--- config.mk ---
export PLATFORM = sky130hd
export DESIGN_NAME = keypad_entry_ctrl
export DESIGN_NICKNAME = d
export VERILOG_FILES = /design/src/rtl/keypad_entry_ctrl.sv
export SDC_FILE = /design/constraint.sdc
export NUM_CORES = 1
export LEC_CHECK = 0
export CAP_MARGIN = 20
export CORE_MARGIN = 2
export CORE_UTILIZATION = 55
export DETAILED_ROUTE_END_ITERATION = 16
export PLACE_DENSITY = 0.9
export SLEW_MARGIN = 20
export SYNTH_ARGS = -nofsm -noshare
export SYNTH_HDL_FRONTEND = slang
export SYNTH_SLANG_ARGS = --single-unit
--- constraint.sdc ---
create_clock -name clk -period 6.2 [get_ports clk]
set_clock_uncertainty 0.2 [all_clocks]
set_input_delay 0.93 -clock clk [delete_from_list [all_inputs] [get_ports clk]]
set_output_delay 0.93 -clock clk [all_outputs]
set_load 0.1 [all_outputs]
--- src/rtl/keypad_entry_ctrl.sv ---
// keypad_entry_ctrl: turns one-hot keypad presses into a BCD digit entry with commit, try count and lockout
module keypad_entry_ctrl #(
    parameter int NDIG      = 3,
    parameter int MAX_TRIES = 9
) (
    input  logic                clk,
    input  logic                RSTn,
    input  logic [15:0]         key,
    output logic [4*NDIG-1:0]   data,
    output logic [1:0]          digit_cnt,
    output logic [3:0]          cur_digit,
    output logic [3:0]          tries,
    output logic                commit,
    output logic [4*NDIG-1:0]   guess,
    output logic                locked
);

    localparam logic [1:0] NDIG_C = 2'(NDIG);
    localparam logic [3:0] MAX_C  = 4'(MAX_TRIES);

    localparam logic [3:0] K_ENTER = 4'd10;
    localparam logic [3:0] K_BACK  = 4'd11;
    localparam logic [3:0] K_CLEAR = 4'd12;

    typedef enum logic [1:0] {IDLE, HOLD, LOCK} state_t;

    state_t              state_q, state_d;
    logic [4*NDIG-1:0]   data_q, data_d;
    logic [1:0]          cnt_q, cnt_d;
    logic [3:0]          cur_q, cur_d;
    logic [3:0]          tries_q, tries_d;
    logic                commit_q, commit_d;
    logic [4*NDIG-1:0]   guess_q, guess_d;
    logic                locked_q, locked_d;

    logic                one_hot;
    logic [3:0]          code;

    // Decode the key vector: exactly-one-bit detection and the index of the set bit
    always_comb begin
        one_hot = (key != 16'd0) && ((key & (key - 16'd1)) == 16'd0);
        code    = 4'd0;
        for (int i = 0; i < 16; i++) begin
            if (key[i]) code = 4'(i);
        end
    end

    // Next-state and next-output logic; a press only acts on the IDLE->HOLD transition
    always_comb begin
        state_d  = state_q;
        data_d   = data_q;
        cnt_d    = cnt_q;
        cur_d    = cur_q;
        tries_d  = tries_q;
        commit_d = 1'b0;
        guess_d  = guess_q;
        locked_d = locked_q;
        case (state_q)
            IDLE: begin
                if (key != 16'd0) begin
                    state_d = HOLD;
                    if (one_hot) begin
                        if (code <= 4'd9) begin
                            if (cnt_q < NDIG_C) begin
                                data_d = {data_q[4*NDIG-5:0], code};
                                cnt_d  = cnt_q + 2'd1;
                                cur_d  = code;
                            end
                        end else if (code == K_BACK) begin
                            if (cnt_q != 2'd0) begin
                                data_d = data_q >> 4;
                                cnt_d  = cnt_q - 2'd1;
                                cur_d  = code;
                            end
                        end else if (code == K_CLEAR) begin
                            data_d = '0;
                            cnt_d  = 2'd0;
                            cur_d  = code;
                        end else if (code == K_ENTER) begin
                            if (cnt_q != 2'd0) begin
                                guess_d  = data_q;
                                commit_d = 1'b1;
                                tries_d  = (tries_q == MAX_C) ? tries_q : tries_q + 4'd1;
                                data_d   = '0;
                                cnt_d    = 2'd0;
                                cur_d    = code;
                                if (tries_q + 4'd1 == MAX_C) locked_d = 1'b1;
                            end
                        end
                    end
                end
            end
            HOLD: begin
                if (key == 16'd0) state_d = locked_q ? LOCK : IDLE;
            end
            LOCK: begin
                if (one_hot && code == K_CLEAR) begin
                    data_d   = '0;
                    cnt_d    = 2'd0;
                    tries_d  = 4'd0;
                    locked_d = 1'b0;
                    cur_d    = code;
                    state_d  = HOLD;
                end
            end
            default: state_d = IDLE;
        endcase
    end

    // State and output registers; reset discards any partial entry immediately
    always_ff @(posedge clk or negedge RSTn) begin
        if (!RSTn) begin
            state_q  <= IDLE;
            data_q   <= '0;
            cnt_q    <= 2'd0;
            cur_q    <= 4'd0;
            tries_q  <= 4'd0;
            commit_q <= 1'b0;
            guess_q  <= '0;
            locked_q <= 1'b0;
        end else begin
            state_q  <= state_d;
            data_q   <= data_d;
            cnt_q    <= cnt_d;
            cur_q    <= cur_d;
            tries_q  <= tries_d;
            commit_q <= commit_d;
            guess_q  <= guess_d;
            locked_q <= locked_d;
        end
    end

    assign data      = data_q;
    assign digit_cnt = cnt_q;
    assign cur_digit = cur_q;
    assign tries     = tries_q;
    assign commit    = commit_q;
    assign guess     = guess_q;
    assign locked    = locked_q;

endmodule

==> flow_summary.yaml, run 1 <==
sta:
  period_needed_ps: 4160
  relSlewSlack: 0.334
  report.final.slew_viol_count: 0
  hold_viol_final: 0
  holdWs_ps: 309
  rsz0062_at_grt: "false"
  fin_setup_tns_ps: 0
  setup_viol: 0
  fin_crit_sh: 0.671
  fmax_mhz: 241
  worstMarginPinSlew_ps: 996
synthesis:
  synth_top_area_cell: "dfrtp_1"
  syn_avg_cell_area_um2: 10.0
  ys_ff_latch: 38
  synth-edff-count: 0
  syn_area_um2: 2420
  yosysTopAreaCellShare: 0.393
  synth_ff_type: "dfrtp_1"
  async_flop_share: 1.00
  ys_seq_area_frac: 0.393
  ys.warnings.count: 0
  synth_nets: 264
  syn_inst: 241
  synthTopCellsByArea: "dfrtp_1 (39%), mux2_2 (8.4%), nor2_1 (3.6%)"
  yosysUniqueCellTypes: 58
placed_design:
  place_area_um2: 2950
  dp_cells: 335
  place_hpwl_um: 4380
  port_buffers: 53
  place.gp.congestion: 0.948
global_route:
  antenna_found_initial: 0
  grt_util_met1: 0.332
  grt_max_degree: 39
  busiest_layer: "met2"
  first_global_vias: 1937
  grt_usage: 0.245
  use_met2: 0.415
  grt.met3_usage: 0.0346
  gr-total-overflow: 0
  grt_pass1_wl_um: 9690
cts:
  clockBufferDepth: 2
  cts_tree: "built"
  clockRootBuffer: "clkbuf_8"
  clock-sinks: 38
  cts_buffers: 5
  ctsHoldBuffers: 0
  post_cts_buffers: 0
  path_clk_slew_ps: 80
  clock_latency_ps: 290
  cts-resized-gates: 0
  htree_levels: 2
detailed_routing:
  vias: 2091
  routed_wl_um: 5940
  drt_iter0_markers: 152
  via_per_inst: 6.10
  drt_pass1_iterations: 4
  wl_per_cell_um: 17.3
  drc_errors: 0
  ant_nets: 0
power:
  swShare: 0.209
  power.density_nw_per_um2: 178
  power_frac_seq: 0.449
  power_frac_comb: 0.082
  power.internal_uw: 436
  peakVddDrop_v: 0.000191
  switchingPower_uw: 115
  p_leak_uw: 0.00127
  clkPwrFrac: 0.469
floorplanning:
  rows: 24
  die_area_um2: 4950
  core_um2: 4290
  dieWidth_um: 70.3
  die_h_um: 70.3
  ioPinCount: 54
  initial_utilization: 0.564
critical_path:
  critical_path_required_ps: 6170
  slowest_stage: "nor3_4"
  cp_cell_sequence: "clkdlybuf4s50_1 -> nor2_1 -> and3_1 -> a2111oi_4 -> o2111ai_4 -> nor3_4 -> mux2_2"
  worst-path-max-fanout: 16
  path_class: "input pin to flop"
  critPathMaxStageDelay_ps: 790
  cp-start-kind: "input pin"
  arrival_ps: 4130
  rrSetupSlack_ps: 3550
  end_kind: "flop"
layout:
  final_common_cell: "clkdlybuf4s50_1"
  final_util: 0.720
  finalNonFillerCells: 343
  antenna_cells: 0
  drive_gt1_frac: 0.158
  area_growth_pct: 27.8
  nets: 313
  final_cell_area_um2: 3090
  most-common-layout-cells: "clkdlybuf4s50_1 (52), dfrtp_1 (38), nor2_1 (23), mux2_2 (18), inv_1 (14)"
run_status:
  status: "complete, no violations"
worst_hold_path:
  hp-class: "flop to flop"
flow_run:
  drv_cap: 0
-- sequential cells by signal, summed over array words and instances, names as in the netlist --
name,cells
state_q,2
digit_cnt,2
data,12
cur_digit,4
tries,4
locked,1
commit,1
guess,12
-- metrics by stage --
stage	total power (uW)	worst slack (ps)
final	552	2040
after global routing	568	1850
after CTS	554	2080
after detailed placement	298	1790
after global placement	297	1780
after floorplan	273	3030
-- synth_stat cells (6+ instances only) --
master and instances:
dfrtp_1 38, a21oi_1 11, buf_2 6, mux2_2 18, nor2_1 23, nor3_1 10, o21ai_0 9, nand2_1 13
inv_1 14
-- final cells by class --
class / count / area [um^2]
clock buffers: 6 / 82.6
clock inverters: 2 / 60.1
fillers: 316 / 1200
inverters: 14 / 52.6
multi-input cells: 178 / 1360
flip-flops and latches: 38 / 951
well taps: 52 / 65.1
repair buffers: 53 / 526
-- routing by layer --
metal	vias to the layer above	wire length, um
met3	8	274
met2	66	2960
met5	-	0
met4	0	59
li1	992	-
met1	1025	2640
-- cells by family after synthesis --
| kind of cell | share of synthesized area |
|---|---|
| xor+xnor | 0.00362 |
| simple gates | 0.218 |
| fa+ha+maj | 0.0341 |
| compound gates | 0.180 |
| buf+inv | 0.0465 |
| mux | 0.125 |
| flops | 0.393 |
-- critical path, delay by kind of cell --
kind                   cells  cell delay, ps
AND/OR/NAND/NOR            3            1260
buffers and inverters      1             760
AO/OA/AOI/OAI              2             760
multiplexers               1             410
-- worst paths after layout --
| path | from | endpoint | depth (start not counted) |
|---|---|---|---|
| max | key[11] | data[7] | 7 |
| min reg2reg | guess[2] | guess[2] | 1 |
| min | guess[2] | guess[2] | 1 |
| max reg2reg | digit_cnt[0] | data[7] | 6 |
| max in group asynchronous | RSTn | data[7] | 1 |
| min in group asynchronous | RSTn | guess[5] | 1 |
-- power groups by stage --
stage	Clock, uW	Combinational (uW)	Sequential (uW)
6_report	259	45.4	248
5_1_grt	271	49.7	248
4_1_cts	261	45.5	248
3_5_place_dp	0	45.0	253
2_1_floorplan	0	20.2	253
3_3_place_gp	0	44.8	253
No activity file was read; power rests on OpenSTA's default activity.
==> inputs of run 2 (changes only) <==
--- a/config.mk
+++ b/config.mk
@@ -7,9 +7,9 @@
 export LEC_CHECK = 0
 export CAP_MARGIN = 20
 export CORE_MARGIN = 2
-export CORE_UTILIZATION = 55
+export CORE_UTILIZATION = 51
 export DETAILED_ROUTE_END_ITERATION = 16
-export PLACE_DENSITY = 0.9
+export PLACE_DENSITY = 0.85
 export SLEW_MARGIN = 20
 export SYNTH_ARGS = -nofsm -noshare
 export SYNTH_HDL_FRONTEND = slang
==> constraint.sdc (replaced) <==
create_clock -name clk -period 4.3 [get_ports clk]
set_clock_uncertainty 0.2 [all_clocks]
set_input_delay 0.645 -clock clk [delete_from_list [all_inputs] [get_ports clk]]
set_output_delay 0.645 -clock clk [all_outputs]
set_load 0.1 [all_outputs]
==> flow_summary.yaml, run 2 (synthesized netlist as in run 1, its figures left out) <==
run_status:
  status: "complete, no violations"
cts:
  clock-sinks: 38
  clockRootBuffer: "clkbuf_8"
  ctsHoldBuffers: 0
  cts-resized-gates: 0
  htree_levels: 2
  clockBufferDepth: 2
  cts_tree: "built"
  clock_latency_ps: 290
  post_cts_buffers: 0
  path_clk_slew_ps: 80
  cts_buffers: 5
placed_design:
  port_buffers: 53
  place_hpwl_um: 4360
  place.gp.congestion: 0.881
  dp_cells: 338
power:
  power_frac_seq: 0.525
  swShare: 0.249
  power_frac_comb: 0.097
  power.internal_uw: 511
  switchingPower_uw: 169
  power.density_nw_per_um2: 223
  p_leak_uw: 0.00125
  clkPwrFrac: 0.378
  peakVddDrop_v: 0.000246
layout:
  area_growth_pct: 26.3
  final_common_cell: "clkdlybuf4s50_1"
  nets: 314
  drive_gt1_frac: 0.161
  most-common-layout-cells: "clkdlybuf4s50_1 (52), dfrtp_1 (38), nor2_1 (23), mux2_2 (18), inv_1 (14)"
  antenna_cells: 0
  finalNonFillerCells: 346
  final_util: 0.656
  n_fill_cell: 370
global_route:
  grt_max_degree: 39
  first_global_vias: 2050
  gr-total-overflow: 0
  grt_usage: 0.240
  antenna_found_initial: 0
  grt_pass1_wl_um: 9920
detailed_routing:
  routed_wl_um: 6080
  wl_per_cell_um: 17.6
  ant_nets: 0
  drc_errors: 0
  via_per_inst: 6.13
  drt_pass1_iterations: 4
  vias: 2122
  drt_iter0_markers: 159
sta:
  fin_crit_sh: 0.834
  worstMarginPinSlew_ps: 983
  period_needed_ps: 3590
  hold_viol_final: 0
  relSlewSlack: 0.343
  rsz0062_at_grt: "false"
  fmax_mhz: 279
  report.final.slew_viol_count: 0
  setup_viol: 0
  fin_setup_tns_ps: 0
floorplanning:
  rows: 25
  ioPinCount: 54
  die_h_um: 72.9
  die_area_um2: 5310
  initial_utilization: 0.519
  core_um2: 4660
  dieWidth_um: 72.9
critical_path:
  cp-start-kind: "input pin"
  end_kind: "flop"
  path_class: "input pin to flop"
  worst-path-max-fanout: 16
  critical_path_required_ps: 4270
  arrival_ps: 3560
worst_hold_path:
  hp-class: "input pin to asynchronous set/reset pin"
flow_run:
  drv_cap: 0
-- run 2: cell types whose count changed in the layout (fill, tap and decap cells not counted) --
cell | previous run | this run
bufinv_16 | 2 | 0
buf_4 | 0 | 1
clkinvlp_4 | 0 | 1
clkinv_2 | 0 | 1
-- run 2: worst max-delay path: stages --
cell and delay (ps):
clkdlybuf4s50_1 770, nor2_1 170, and3_1 280, a2111oi_4 450, o2111ai_4 320, nor3_4 250
buf_4 280, mux2_2 380
-- run 2: stage by stage --
| stage | setup slack, ps | hold slack [ps] | total power (uW) | area (um^2) |
|---|---|---|---|---|
| after floorplan | 1410 | 149 | 393 | 2420 |
| after global placement | 528 | 287 | 428 | 2960 |
| after detailed placement | 463 | 293 | 429 | 2960 |
| after CTS | 755 | 278 | 685 | 3060 |
| after global routing | 542 | 326 | 700 | 3060 |
| final | 713 | 257 | 680 | 3060 |
-- run 2: path summary, 6_finish.rpt --
path | from | end | slack (ps) | cells past startpoint
worst max-delay path | key[11] | cur_digit[1] | 710 | 8
worst min-delay path | RSTn | guess[2] | 260 | 1
worst max register to register | state_q[1] | data[4] | 1750 | 4
worst min register to register | guess[4] | guess[4] | 310 | 1
max in group asynchronous | RSTn | tries[1] | 3110 | 1
min in group clk | guess[4] | guess[4] | 310 | 1
-- run 2: area by class of cell --
| cell class | instances | area [um^2] | area share |
|---|---|---|---|
| clock buffer | 6 | 82.6 | 0.0270 |
| clock inverter | 2 | 12.5 | 0.00410 |
| inverter | 14 | 52.6 | 0.0172 |
| multi-input combinational | 178 | 1360 | 0.444 |
| sequential | 38 | 951 | 0.311 |
| tap | 54 | 67.6 | 0.0221 |
| timing repair buffer | 54 | 533 | 0.174 |
-- run 2: routing by layer --
layer,GRT usage,up-vias,share of wire,wire (um)
met2,0.377,89,0.48,2930
li1,-,992,-,-
met3,0.0401,11,0.064,391
met5,0,-,0,0
met4,0.0967,0,0.017,102
met1,0.330,1030,0.44,2660
-- run 2: power groups by stage --
stage / registers (uW) / clock network (uW) / logic, uW
after floorplan: 364 / 0 / 29.2
after global placement: 364 / 0 / 64.1
after detailed placement: 364 / 0 / 64.8
after CTS: 357 / 263 / 65.5
after global routing: 357 / 270 / 72.6
final: 357 / 257 / 65.8
==> inputs of run 3 (changes only) <==
==> constraint.sdc (replaced) <==
create_clock -name clk -period 3.4 [get_ports clk]
set_clock_uncertainty 0.2 [all_clocks]
set_input_delay 0.51 -clock clk [delete_from_list [all_inputs] [get_ports clk]]
set_output_delay 0.51 -clock clk [all_outputs]
set_load 0.1 [all_outputs]
==> flow_summary.yaml, run 3 (synthesized netlist as in run 1, its figures left out) <==
placed_design:
  port_buffers: 53
  pre_cts_ws_ps: -341
  place_hpwl_um: 4610
  place.gp.congestion: 0.871
  place_area_um2: 3130
critical_path:
  end_kind: "flop"
  arrival_ps: 3090
  worst-path-max-fanout: 12
  critical_path_required_ps: 3370
  path_class: "input pin to flop"
  cp-start-kind: "input pin"
power:
  power.density_nw_per_um2: 288
  finalPower_uw: 945
  p_leak_uw: 0.00149
  peakVddDrop_v: 0.000259
layout:
  antenna_cells: 0
  final_common_cell: "buf_4"
  drive_gt1_frac: 0.349
  most-common-layout-cells: "buf_4 (68), dfrtp_1 (38), nor2_1 (23), clkdlybuf4s50_1 (20), mux2_2 (18)"
  area_growth_pct: 35.4
  nets: 350
  final_cell_area_um2: 3280
  multi_input_area_um2: 1360
  regArea_um2: 951
  n_fill_cell: 351
sta:
  setup_viol: 0
  hold_viol_final: 0
  fmax_mhz: 321
  fin_crit_sh: 0.917
  relSlewSlack: 0.350
  fin_ws_ps: 282
  report.final.slew_viol_count: 0
  period_needed_ps: 3120
  worstMarginPinSlew_ps: 972
  rsz0062_at_grt: "false"
floorplanning:
  initial_utilization: 0.519
  core_um2: 4660
  dieWidth_um: 72.9
  die_area_um2: 5310
  die_h_um: 72.9
  rows: 25
  ioPinCount: 54
cts:
  cts_buffers: 5
  ctsHoldBuffers: 0
  clock-sinks: 38
  clockRootBuffer: "clkbuf_8"
  cts_tree: "built"
  htree_levels: 2
  cts-resized-gates: 0
  path_clk_slew_ps: 70
  clockBufferDepth: 2
  clock_latency_ps: 280
detailed_routing:
  via_per_inst: 5.92
  drt_iter0_markers: 184
  routed_wl_um: 6350
  drc_errors: 0
  wl_per_cell_um: 16.7
  vias: 2254
  drt_pass1_iterations: 4
  ant_nets: 0
flow_run:
  drv_cap: 0
run_status:
  status: "complete, no violations"
global_route:
  gr-total-overflow: 0
  grt_max_degree: 39
  grt_usage: 0.242
  first_global_vias: 2187
  grt_pass1_wl_um: 10200
  antenna_found_initial: 0
worst_hold_path:
  hp-class: "input pin to asynchronous set/reset pin"
run 3: stage by stage:
stage	setup TNS, ps	std cells	hold slack (ps)	utilization
after floorplan	0	241	14.4	-
after CTS	0	378	153	0.695
final	0	381	122	0.703
after detailed placement	-3840	371	293	0.671
after global placement	-2700	371	288	0.671
after global routing	0	381	196	0.703
run 3: worst paths after layout:
path / slack [ps] / start / endpoint / depth (start not counted)
max reg2reg: 1040 / digit_cnt[1] / data[4] / 7
min in group clk: 310 / guess[1] / guess[1] / 1
max: 280 / key[5] / guess[10] / 9
min reg2reg: 310 / guess[1] / guess[1] / 1
min: 120 / RSTn / guess[2] / 1
max in group asynchronous: 2340 / RSTn / tries[3] / 1
run 3: routing by layer:
| metal | routed length (um) | share of wire | vias to the layer above | GRT usage |
|---|---|---|---|---|
| met5 | 0 | 0 | - | 0 |
| met2 | 2960 | 0.47 | 104 | 0.377 |
| li1 | - | - | 1071 | - |
| met4 | 126 | 0.020 | 0 | 0.0947 |
| met1 | 2850 | 0.45 | 1065 | 0.337 |
| met3 | 412 | 0.065 | 14 | 0.0401 |
run 3: layout make-up:
type                       count  share of cell area
multi-input combinational    178               0.414
sequential                    38               0.290
timing repair buffer          90               0.225
clock buffer                   6              0.0252
tap                           54              0.0206
inverter                      14              0.0160
clock inverter                 1             0.00917
run 3: critical path, stage by stage:
cell and delay, ps:
clkdlybuf4s50_1 510, nor4_4 540, nand3_1 190, buf_4 180, a211oi_1 170, nor3_1 120
or3_1 380, buf_4 200, mux2_2 290
run 3: timing repair:
item / 4_1_cts / 5_1_grt
pin swaps: 1 / 1
buffers inserted: 0 / 3
cloned: 0 / 0
setup endpoints to repair: 6 / 10
run 3: where the power goes:
group / internal [uW] / switching (uW) / leakage [uW] / total (uW)
Clock: 235 / 153 / 0.0000573 / 388
Combinational: 48.6 / 56.8 / 0.000945 / 105
Sequential: 452 / 0.00184 / 0.000489 / 452
